File: src/rtl/spu_pkg.sv
// Shared constants for the Mini SPU instruction sequencer: route codes,
// sequencer state encoding and instruction-word field positions.
package spu_pkg;

   // Instruction word layout: upper nibble routes the mux, lower nibble is the opcode.
   localparam int INSTR_W = 8;
   localparam int Q_HI    = 7;
   localparam int Q_LO    = 4;
   localparam int OP_HI   = 3;
   localparam int OP_LO   = 0;

   // Route codes understood by the downstream mux; NoIO is the parked value.
   localparam logic [3:0] Q_NOIO = 4'b0000;
   localparam logic [3:0] Q_ZERO = 4'b0001;
   localparam logic [3:0] Q_UIO  = 4'b0010;
   localparam logic [3:0] Q_MN   = 4'b0100;

   // Idle opcode driven whenever the mux is parked.
   localparam logic [3:0] OP_NOP = 4'b0000;

   // Sequencer states.
   localparam logic [1:0] S_IDLE = 2'b00;
   localparam logic [1:0] S_RUN  = 2'b01;
   localparam logic [1:0] S_DONE = 2'b10;

   // Extract the routing code from an instruction word.
   function automatic logic [3:0] instr_q(input logic [INSTR_W-1:0] word);
      return word[Q_HI:Q_LO];
   endfunction

   // Extract the compute opcode from an instruction word.
   function automatic logic [3:0] instr_op(input logic [INSTR_W-1:0] word);
      return word[OP_HI:OP_LO];
   endfunction

endpackage

File: src/rtl/spu_prog_mem.sv
// Program buffer: DEPTH x IW register file, synchronous write, combinational
// read addressed by the sequencer pc. Contents are deliberately not reset;
// the sequencer's prog_len gates which slots are reachable.
module spu_prog_mem #(
   parameter int DEPTH = 8,
   parameter int PTR_W = 3,
   parameter int IW    = 8
) (
   input  logic             clk,
   input  logic             wr_en,
   input  logic [PTR_W-1:0] wr_addr,
   input  logic [IW-1:0]    wr_data,
   input  logic [PTR_W-1:0] rd_addr,
   output logic [IW-1:0]    rd_data
);

   logic [IW-1:0] mem_r [DEPTH];

   // Append one instruction word at the write pointer.
   always_ff @(posedge clk) begin
      if (wr_en) begin
         mem_r[wr_addr] <= wr_data;
      end
   end

   assign rd_data = mem_r[rd_addr];

endmodule

File: src/rtl/spu_sequencer.sv
// Instruction sequencer feeding the Mini SPU routing mux. Loads a short
// program serially, replays it loop_count+1 times back to back, then parks
// the mux on NoIO and pulses done.
module spu_sequencer
   import spu_pkg::*;
#(
   parameter int DEPTH = 8,
   parameter int PTR_W = 3,
   parameter int IW    = 8
) (
   input  logic             clk,
   input  logic             rst_n,
   input  logic             ena,
   input  logic             load_en,
   input  logic [IW-1:0]    load_data,
   input  logic             clear,
   input  logic             start,
   input  logic             abort,
   input  logic [3:0]       loop_count,
   output logic [3:0]       q_out,
   output logic [3:0]       op_out,
   output logic             busy,
   output logic             done,
   output logic             full,
   output logic [PTR_W:0]   prog_len
);

   localparam logic [PTR_W:0]   LEN_ONE   = (PTR_W+1)'(1);
   localparam logic [PTR_W:0]   LEN_DEPTH = (PTR_W+1)'(DEPTH);
   localparam logic [PTR_W-1:0] PC_ONE    = PTR_W'(1);

   logic [1:0]       state_r;
   logic [PTR_W-1:0] pc_r;
   logic [3:0]       loops_left_r;
   logic [PTR_W:0]   prog_len_r;
   logic [3:0]       q_r;
   logic [3:0]       op_r;
   logic             done_r;

   logic             full_s;
   logic             last_s;
   logic             wr_en_s;
   logic [IW-1:0]    rd_data_s;

   assign full_s = (prog_len_r == LEN_DEPTH);
   assign last_s = ({1'b0, pc_r} == (prog_len_r - LEN_ONE));

   // A load only lands in IDLE and loses to clear and start in the same cycle.
   assign wr_en_s = ena && (state_r == S_IDLE) && !clear && !start && load_en && !full_s;

   spu_prog_mem #(
      .DEPTH (DEPTH),
      .PTR_W (PTR_W),
      .IW    (IW)
   ) u_prog_mem (
      .clk     (clk),
      .wr_en   (wr_en_s),
      .wr_addr (prog_len_r[PTR_W-1:0]),
      .wr_data (load_data),
      .rd_addr (pc_r),
      .rd_data (rd_data_s)
   );

   // Sequencer FSM: loading/arming in IDLE, issuing in RUN, done pulse in DONE.
   always_ff @(posedge clk or negedge rst_n) begin
      if (!rst_n) begin
         state_r      <= S_IDLE;
         pc_r         <= '0;
         loops_left_r <= 4'd0;
         prog_len_r   <= '0;
         q_r          <= Q_NOIO;
         op_r         <= OP_NOP;
         done_r       <= 1'b0;
      end else if (ena) begin
         case (state_r)
            S_IDLE: begin
               q_r    <= Q_NOIO;
               op_r   <= OP_NOP;
               done_r <= 1'b0;
               if (clear) begin
                  prog_len_r <= '0;
               end else if (start) begin
                  // An empty program cannot be started.
                  if (prog_len_r != '0) begin
                     pc_r         <= '0;
                     loops_left_r <= loop_count;
                     state_r      <= S_RUN;
                  end
               end else if (load_en && !full_s) begin
                  prog_len_r <= prog_len_r + LEN_ONE;
               end
            end
            S_RUN: begin
               if (abort) begin
                  state_r <= S_IDLE;
                  q_r     <= Q_NOIO;
                  op_r    <= OP_NOP;
                  done_r  <= 1'b0;
               end else begin
                  q_r  <= instr_q(rd_data_s);
                  op_r <= instr_op(rd_data_s);
                  if (last_s) begin
                     if (loops_left_r == 4'd0) begin
                        state_r <= S_DONE;
                     end else begin
                        // Wrap to the first slot with no bubble.
                        loops_left_r <= loops_left_r - 4'd1;
                        pc_r         <= '0;
                     end
                  end else begin
                     pc_r <= pc_r + PC_ONE;
                  end
               end
            end
            S_DONE: begin
               q_r     <= Q_NOIO;
               op_r    <= OP_NOP;
               done_r  <= 1'b1;
               state_r <= S_IDLE;
            end
            default: begin
               state_r <= S_IDLE;
               q_r     <= Q_NOIO;
               op_r    <= OP_NOP;
               done_r  <= 1'b0;
            end
         endcase
      end
   end

   assign q_out    = q_r;
   assign op_out   = op_r;
   assign done     = done_r;
   assign busy     = (state_r == S_RUN) || (state_r == S_DONE);
   assign full     = full_s;
   assign prog_len = prog_len_r;

endmodule

File: config.mk
export PLATFORM = sky130hd
export DESIGN_NAME = spu_sequencer
export DESIGN_NICKNAME = d
export VERILOG_FILES = /design/src/rtl/spu_pkg.sv /design/src/rtl/spu_prog_mem.sv /design/src/rtl/spu_sequencer.sv
export SDC_FILE = /design/constraint.sdc
export NUM_CORES = 1
export LEC_CHECK = 0
export ABC_AREA = 1
export BUFFER_PORTS_ARGS = -buffer_cell sky130_fd_sc_hd__buf_2
export CORE_MARGIN = 4
export CORE_UTILIZATION = 57
export CTS_CLUSTER_DIAMETER = 200
export DETAILED_ROUTE_END_ITERATION = 6
export PLACE_DENSITY_LB_ADDON = 0.25
export SLEW_MARGIN = 5
export SYNTH_ARGS = -nofsm -noshare
export SYNTH_HDL_FRONTEND = slang
export SYNTH_SLANG_ARGS = --single-unit
export TNS_END_PERCENT = 20
File: constraint.sdc
create_clock -name clk -period 3.4 [get_ports clk]
set_clock_uncertainty 0.15 [all_clocks]
set_input_delay 0.17 -clock clk [delete_from_list [all_inputs] [get_ports clk]]
set_output_delay 0.17 -clock clk [all_outputs]
set_load 0.01 [all_outputs]
## Word-level counts from Yosys, hierarchy flattened

Memory sizes are Yosys's and may differ from the RTL's.
Cells that the tools add are included.
W data, S select, Z words.

| word-level totals | value |
|---|---|
| bits in registers | 22 |
| bits in writable memories | 64 |
| bits of input ports | 19 |
| output and inout port bits | 15 |
| logic and storage cells | 79 |
| memories | 1 |

Memory list:

| name | words | bits a word | rd ports | clocked after memory_dff | wr ports | line | text |
|---|---|---|---|---|---|---|---|
| u_prog_mem.mem_r | 8 | 8 | 1 | 0 | 1 | spu_prog_mem.sv:17 | `logic [IW-1:0] mem_r [DEPTH];` |

| cells by class | value |
|---|---|
| add/subtract/negate cells | 4 |
| equality and inequality tests | 15 |
| mux-type cells | 32 |
| reduce and logical (&&, ||, !) cells | 20 |

Operators with widths:

| cell | count |
|---|---|
| $mux W4 | 13 |
| $mux W3 | 6 |
| $ne A2 B2 Y1 const B | 7 |
| $mux W2 | 6 |
| $ne A3 B3 Y1 const B | 3 |
| $pmux W4 S2 | 1 |
| $reduce_and A8 Y1 | 1 |
| $sub A4 B1 Y4 const B | 2 |
| $reduce_and A7 Y1 | 1 |
| $logic_and A1 B1 Y1 | 6 |
| $pmux W3 S2 | 1 |
| $reduce_and A6 Y1 | 1 |
| $add A4 B1 Y4 const B | 1 |
| $eq A3 B4 Y1 | 1 |
| $eq A4 B4 Y1 const B | 1 |
| $logic_not A4 Y1 | 1 |
| $pmux W2 S2 | 1 |
| $reduce_and A4 Y1 | 1 |
| $reduce_bool A2 Y1 | 2 |
| $reduce_bool A4 Y1 | 1 |
| $add A3 B1 Y3 const B | 1 |
| $logic_not A1 Y1 | 3 |
| $mux W1 | 3 |
| $eq A2 B1 Y1 const B | 1 |
| other kinds (6) | 6 |

## Logic depth before layout (Yosys ltp)

| depth | value |
|---|---|
| depth after elaboration | 8 |
| mapped depth | 12 |

## By module

From an unflattened synthesis, not the netlist that was laid out.

| unflattened totals | value |
|---|---|
| cell total of the unflattened synthesis | 473 |
| area, all modules | 4245.3 um^2 |

By module, submodules not included:

| module | times used | cells each | area an instance (um^2) |
|---|---|---|---|
| spu_prog_mem | 1 | 295 | 2890.3 |
| spu_sequencer | 1 | 178 | 1355.0 |

## Worst setup path after synthesis

Ideal clock, no wire load.

| timing path | value |
|---|---|
| kind | reg-to-reg |
| start point | register prog_len_r[1] (netlist: prog_len[1]) |
| end point | memory u_prog_mem.mem_r[1][0], enable pin |
| library setup time | 0.383 ns |
| arrival | 1.981 ns |
| setup slack | 0.886 ns |
| stages on the path, launching flop included | 10 |
| clock period less this slack | 2.514 ns |
| path through | dfrtp_1 > inv_1 > ha_1 > nand2_4 > nor2_4 > nor2_4 > nand3_1 > inv_1 > nand2_1 > nor3_1 |

| on the way | value |
|---|---|
| word-level cells in the longest chain between the ends | 5 |

RTL lines:

| what | line | text |
|---|---|---|
| start, declared | spu_sequencer.sv:35 | `logic [PTR_W:0] prog_len_r;` |
| start signal, assigned | spu_sequencer.sv:90 | `prog_len_r <= prog_len_r + LEN_ONE;` |
| $eq A4 B4 Y1 | spu_sequencer.sv:45 | `assign full_s = (prog_len_r == LEN_DEPTH);` |
| net full | spu_sequencer.sv:24 | `output logic full,` |
| $logic_not A1 Y1 | spu_sequencer.sv:49 | `assign wr_en_s = ena && (state_r == S_IDLE) && !clear && !start && load_en && !full_s;` |
| $logic_and A1 B1 Y1 | spu_sequencer.sv:49 |  |
| $mux W1 | spu_prog_mem.sv:21 | `if (wr_en) begin` |
| $mux W1 (implied by the code) | spu_prog_mem.sv:22 | `mem_r[wr_addr] <= wr_data;` |
| end, declared | spu_prog_mem.sv:17 |  |

The timed path passes the listed nets, and every way through them passes these cells.

## Worst setup path after layout

| timing path | value |
|---|---|
| start point | register prog_len_r[1] (netlist: prog_len[1]) |
| end point | memory u_prog_mem.mem_r[5][0], enable pin |

| on the way | value |
|---|---|
| word-level cells in the longest chain between the ends | 5 |

RTL lines:

| what | line |
|---|---|
| $eq A4 B4 Y1 | spu_sequencer.sv:45 |
| $logic_not A1 Y1 | spu_sequencer.sv:49 |
| $logic_and A1 B1 Y1 | spu_sequencer.sv:49 |
| $mux W1 | spu_prog_mem.sv:21 |
| $mux W1 (implied by the code) | spu_prog_mem.sv:22 |

Several ways; a longest one is shown, not always the timed one.

==> summary by stage <==
Synth
The distinct cell type count of the synthesized netlist is 37. edfxtp_1 takes more of the synthesized area than any other cell. In the synthesized netlist the async set-or-reset flop fraction comes to 25.6%. Counting every instance in the synthesized netlist gives 348. Counting every net in the synthesized netlist gives 375. The commonest cells after synthesis are 64 x edfxtp_1, 61 x nand2_1, 46 x nor2_1. The most instantiated library cell after synthesis is edfxtp_1. For this run, the register share of the synthesized area comes to 62.9%. The number of flops mapped to enable cells by yosys is 64. In the post-synthesis netlist, the biggest area contributors are edfxtp_1 49%, dfrtp_1 14%, nand2_1 5.8%.

The cell area after synthesis is 0.00393 sq mm. The top-area cell type share of the netlist area is 48.9%. The post-synthesis area per instance is 11.3 sq um. Counting flops and latches in the post-synthesis netlist gives 86. The total number of yosys warnings is 0. The most used flip-flop cell after synthesis is edfxtp_1.

Timing
Setup repair after global routing left no endpoint under its margin. Derived from the worst setup path, the maximum achievable clock frequency is 381 MHz. The final setup TNS is 0 ns. The final hold violation count came to 0. The max-slew headroom at the worst pin is 48.1%. The transition time at the pin with the least slew margin is 0.775 ns. The max-slew violation total from the final report came to 0. For the finished layout, the period the worst path requires is 2.63 ns. The final number of setup-violating endpoints is 0. Of the available clock period, the critical path in the final layout requires 77.3%.

Hold path
The hold-critical path depth is 5. The type of the most critical hold path is in -> reg.

Setup path
The cell class contributing the biggest share of worst-path delay is simple AND/OR/NAND/NOR gates. Traced cell by cell, the critical path runs through inv_1, ha_1, nand2_4, nor2_4, nor2_4, nand3_1, inv_1, nand2_1, nor2_1. STA classifies the critical path endpoint as a register. STA classifies the critical path startpoint as a register. The setup path with the least slack is of type reg -> reg. The number of stages on the worst setup path is 9. The required time of the critical path is 3.23 ns. In this run the worst path has a maximum fanout of 8. The delay contributed by the slowest stage of the critical path is 0.61 ns. The length in cells of the worst reg-to-reg path is 9. Data arrives at the worst endpoint at 2.46 ns.

The total buffers and inverters traversed by the critical path is 2. The master of the slowest instance on the critical path is nor2_1.

Power
Dividing total power by cell area gives a power density of 665 mW/mm^2. The maximum resistive drop on vdd is 0.287 mV. The reported leakage power is 1.80 nW.

Floorplanning
The row count is 30. The region available for standard cell placement spans 0.00676 sq mm. The die height is 91.1 microns.

The number of I/O pins is 34. The floorplan step set the die width to 91.1 microns. The die covers 0.00829 sq mm. For this configuration, the core starts out at a cell density of 58.2%.

Job
The tool flagged a number of max-cap violations equal to 0.

Global route
The global-route wire length before repair is 13400 microns. The via count of the first global-routing pass came to 2591. Summed over all layers, the global routing overflow is 0.

Global routing used 20.9% of the available tracks across all layers. Entering global routing, the biggest net connects 34 pins. The number of antenna violations at the first check in global routing came to 0.

Cells and area
The area growth from synthesis to layout is 12.7%. Registers take 0.00247 sq mm. The post-layout instance count excluding filler cells is 478. The multi-input logic area is 0.00128 sq mm. The filler cells instantiated in the layout total 532. The repair_antennas step left the layout with diodes totalling 0. Cells with a size suffix above 1 make up 20.9% of the layout.

The final layout contains 420 nets.

Placed design
The number of instances in the placed design is 452. The congestion estimate from routability-driven global placement came to 0.919. During placement, the flow inserted port buffers numbering 33. After legalization and detailed placement, the total HPWL measured 5530 microns.

CTS
In this run, CTS created clock tree buffers numbering 9. TritonCTS built the clock tree. The post-CTS repair timing setup buffer count is 0. The clock-pin slew reported for the worst setup and hold paths after clock tree synthesis is 0.08 ns. The insertion delay to the later sink of the worst-skew pair is 0.35 ns. The number of sinks driven by the clock tree is 86. The number of H-tree levels is 3.

The clock tree root driver cell is clkbuf_8. The clock tree buffer depth is 2.

Drt
Dividing the detail-routed wire length by the instance count gives 17.3 microns. For this run, the detailed router's first-pass iteration total came to 4. The number of DRC markers in iteration 0 is 205.

The number of DRC violations after detailed routing is 0. The routed layout has 2706 vias. After detailed routing, the number of vias per cell comes to 5.66. The routed design has 8290 microns of wire. The number of nets still failing antenna checks after routing is 0.

Run status
The run finished with clean final reports.
-- path summary, 6_finish.rpt --
| kind | start | to | slack [ns] |
|---|---|---|---|
| min in group asynchronous | rst_n | prog_len[3] | 0.19 |
| max reg2reg | prog_len[1] | u_prog_mem.mem_r[5][0] | 0.77 |
| max in group asynchronous | rst_n | op_out[2] | 2.54 |
| min reg2reg | loops_left_r[1] | loops_left_r[1] | 0.33 |
| max | prog_len[1] | u_prog_mem.mem_r[5][0] | 0.77 |
| min | loop_count[0] | loops_left_r[0] | 0.02 |
-- report_power, final --
group          switching, mW  leakage, nW  internal (mW)
sequential            0.0913        0.869           1.21
clock                  0.344       0.0885          0.309
combinational          0.666        0.839          0.326
-- flip-flops by register name (all words and copies together) (netlist names) --
signal / flops
u_prog_mem.mem_r: 64
loops_left_r: 4
op_out: 4
prog_len: 4
q_out: 4
pc_r: 3
state_r: 2
done: 1
-- through the flow --
step	power, mW	area (sq um)	setup WS [ns]	util [%]	hold slack, ns
after floorplan	2.08	3930	0.886	-	-0.276
after global placement	2.28	4150	0.938	61.5	0.0301
after detailed placement	2.30	4150	0.783	61.5	0.0388
after CTS	2.96	4420	0.770	65.4	0.00921
after global routing	3.15	4430	0.561	65.6	0.0596
final	2.95	4430	0.773	65.6	0.0192
-- logic make-up after synthesis --
group	after synthesis	synth area share (%)
adders and majority gates	8	2.55
DFF	86	62.9
buffers and inverters	37	4.45
and+or+nand+nor	145	18.3
xor gates and xnor gates	4	0.891
AOI/OAI and AO/OA	68	11.0
-- layer usage --
metal  GRT usage [%]  vias up  routed length, microns
li1                -     1301                       -
met1            27.8     1283                    3360
met2            34.4      103                    4180
met3            4.06       19                     543
met4            7.41        0                     214
met5               0        -                       0
-- timing repair --
item | CTS | global route
hold buffers | 9 | 1
endpoints found under the hold margin | 79 | 2
resized for setup | 0 | 0
-- final cells by class --
class | count | area share, %
flip-flops and latches | 86 | 55.8
multi-input cells | 225 | 29.0
repair buffers | 47 | 6.66
clock buffers | 13 | 3.61
inverters | 24 | 2.26
well taps | 80 | 2.26
clock inverters | 3 | 0.395
-- worst min-delay path, cell delays in order --
cell	delay, ns
buf_2	0.07
nand2_1	0.04
o21ai_0	0.06
nand3_1	0.08
nand2_1	0.06
-- placed cells by master, fill, tap and decap left out, types with 3 or more instances in the layout --
master,n
buf_2,33
buf_4,4
clkbuf_1,3
clkbuf_8,9
dfrtp_1,22
dlygate4sd3_1,10
edfxtp_1,64
ha_1,8
inv_1,15
inv_2,4
inv_4,4
nand2_1,61
nand2_2,6
nand3_1,13
nor2_1,46
nor2_4,6
nor3_1,3
o211ai_1,8
o21ai_0,37
o221ai_1,8
o22ai_1,9
xor2_1,3
(Power assumes the default switching activity.)
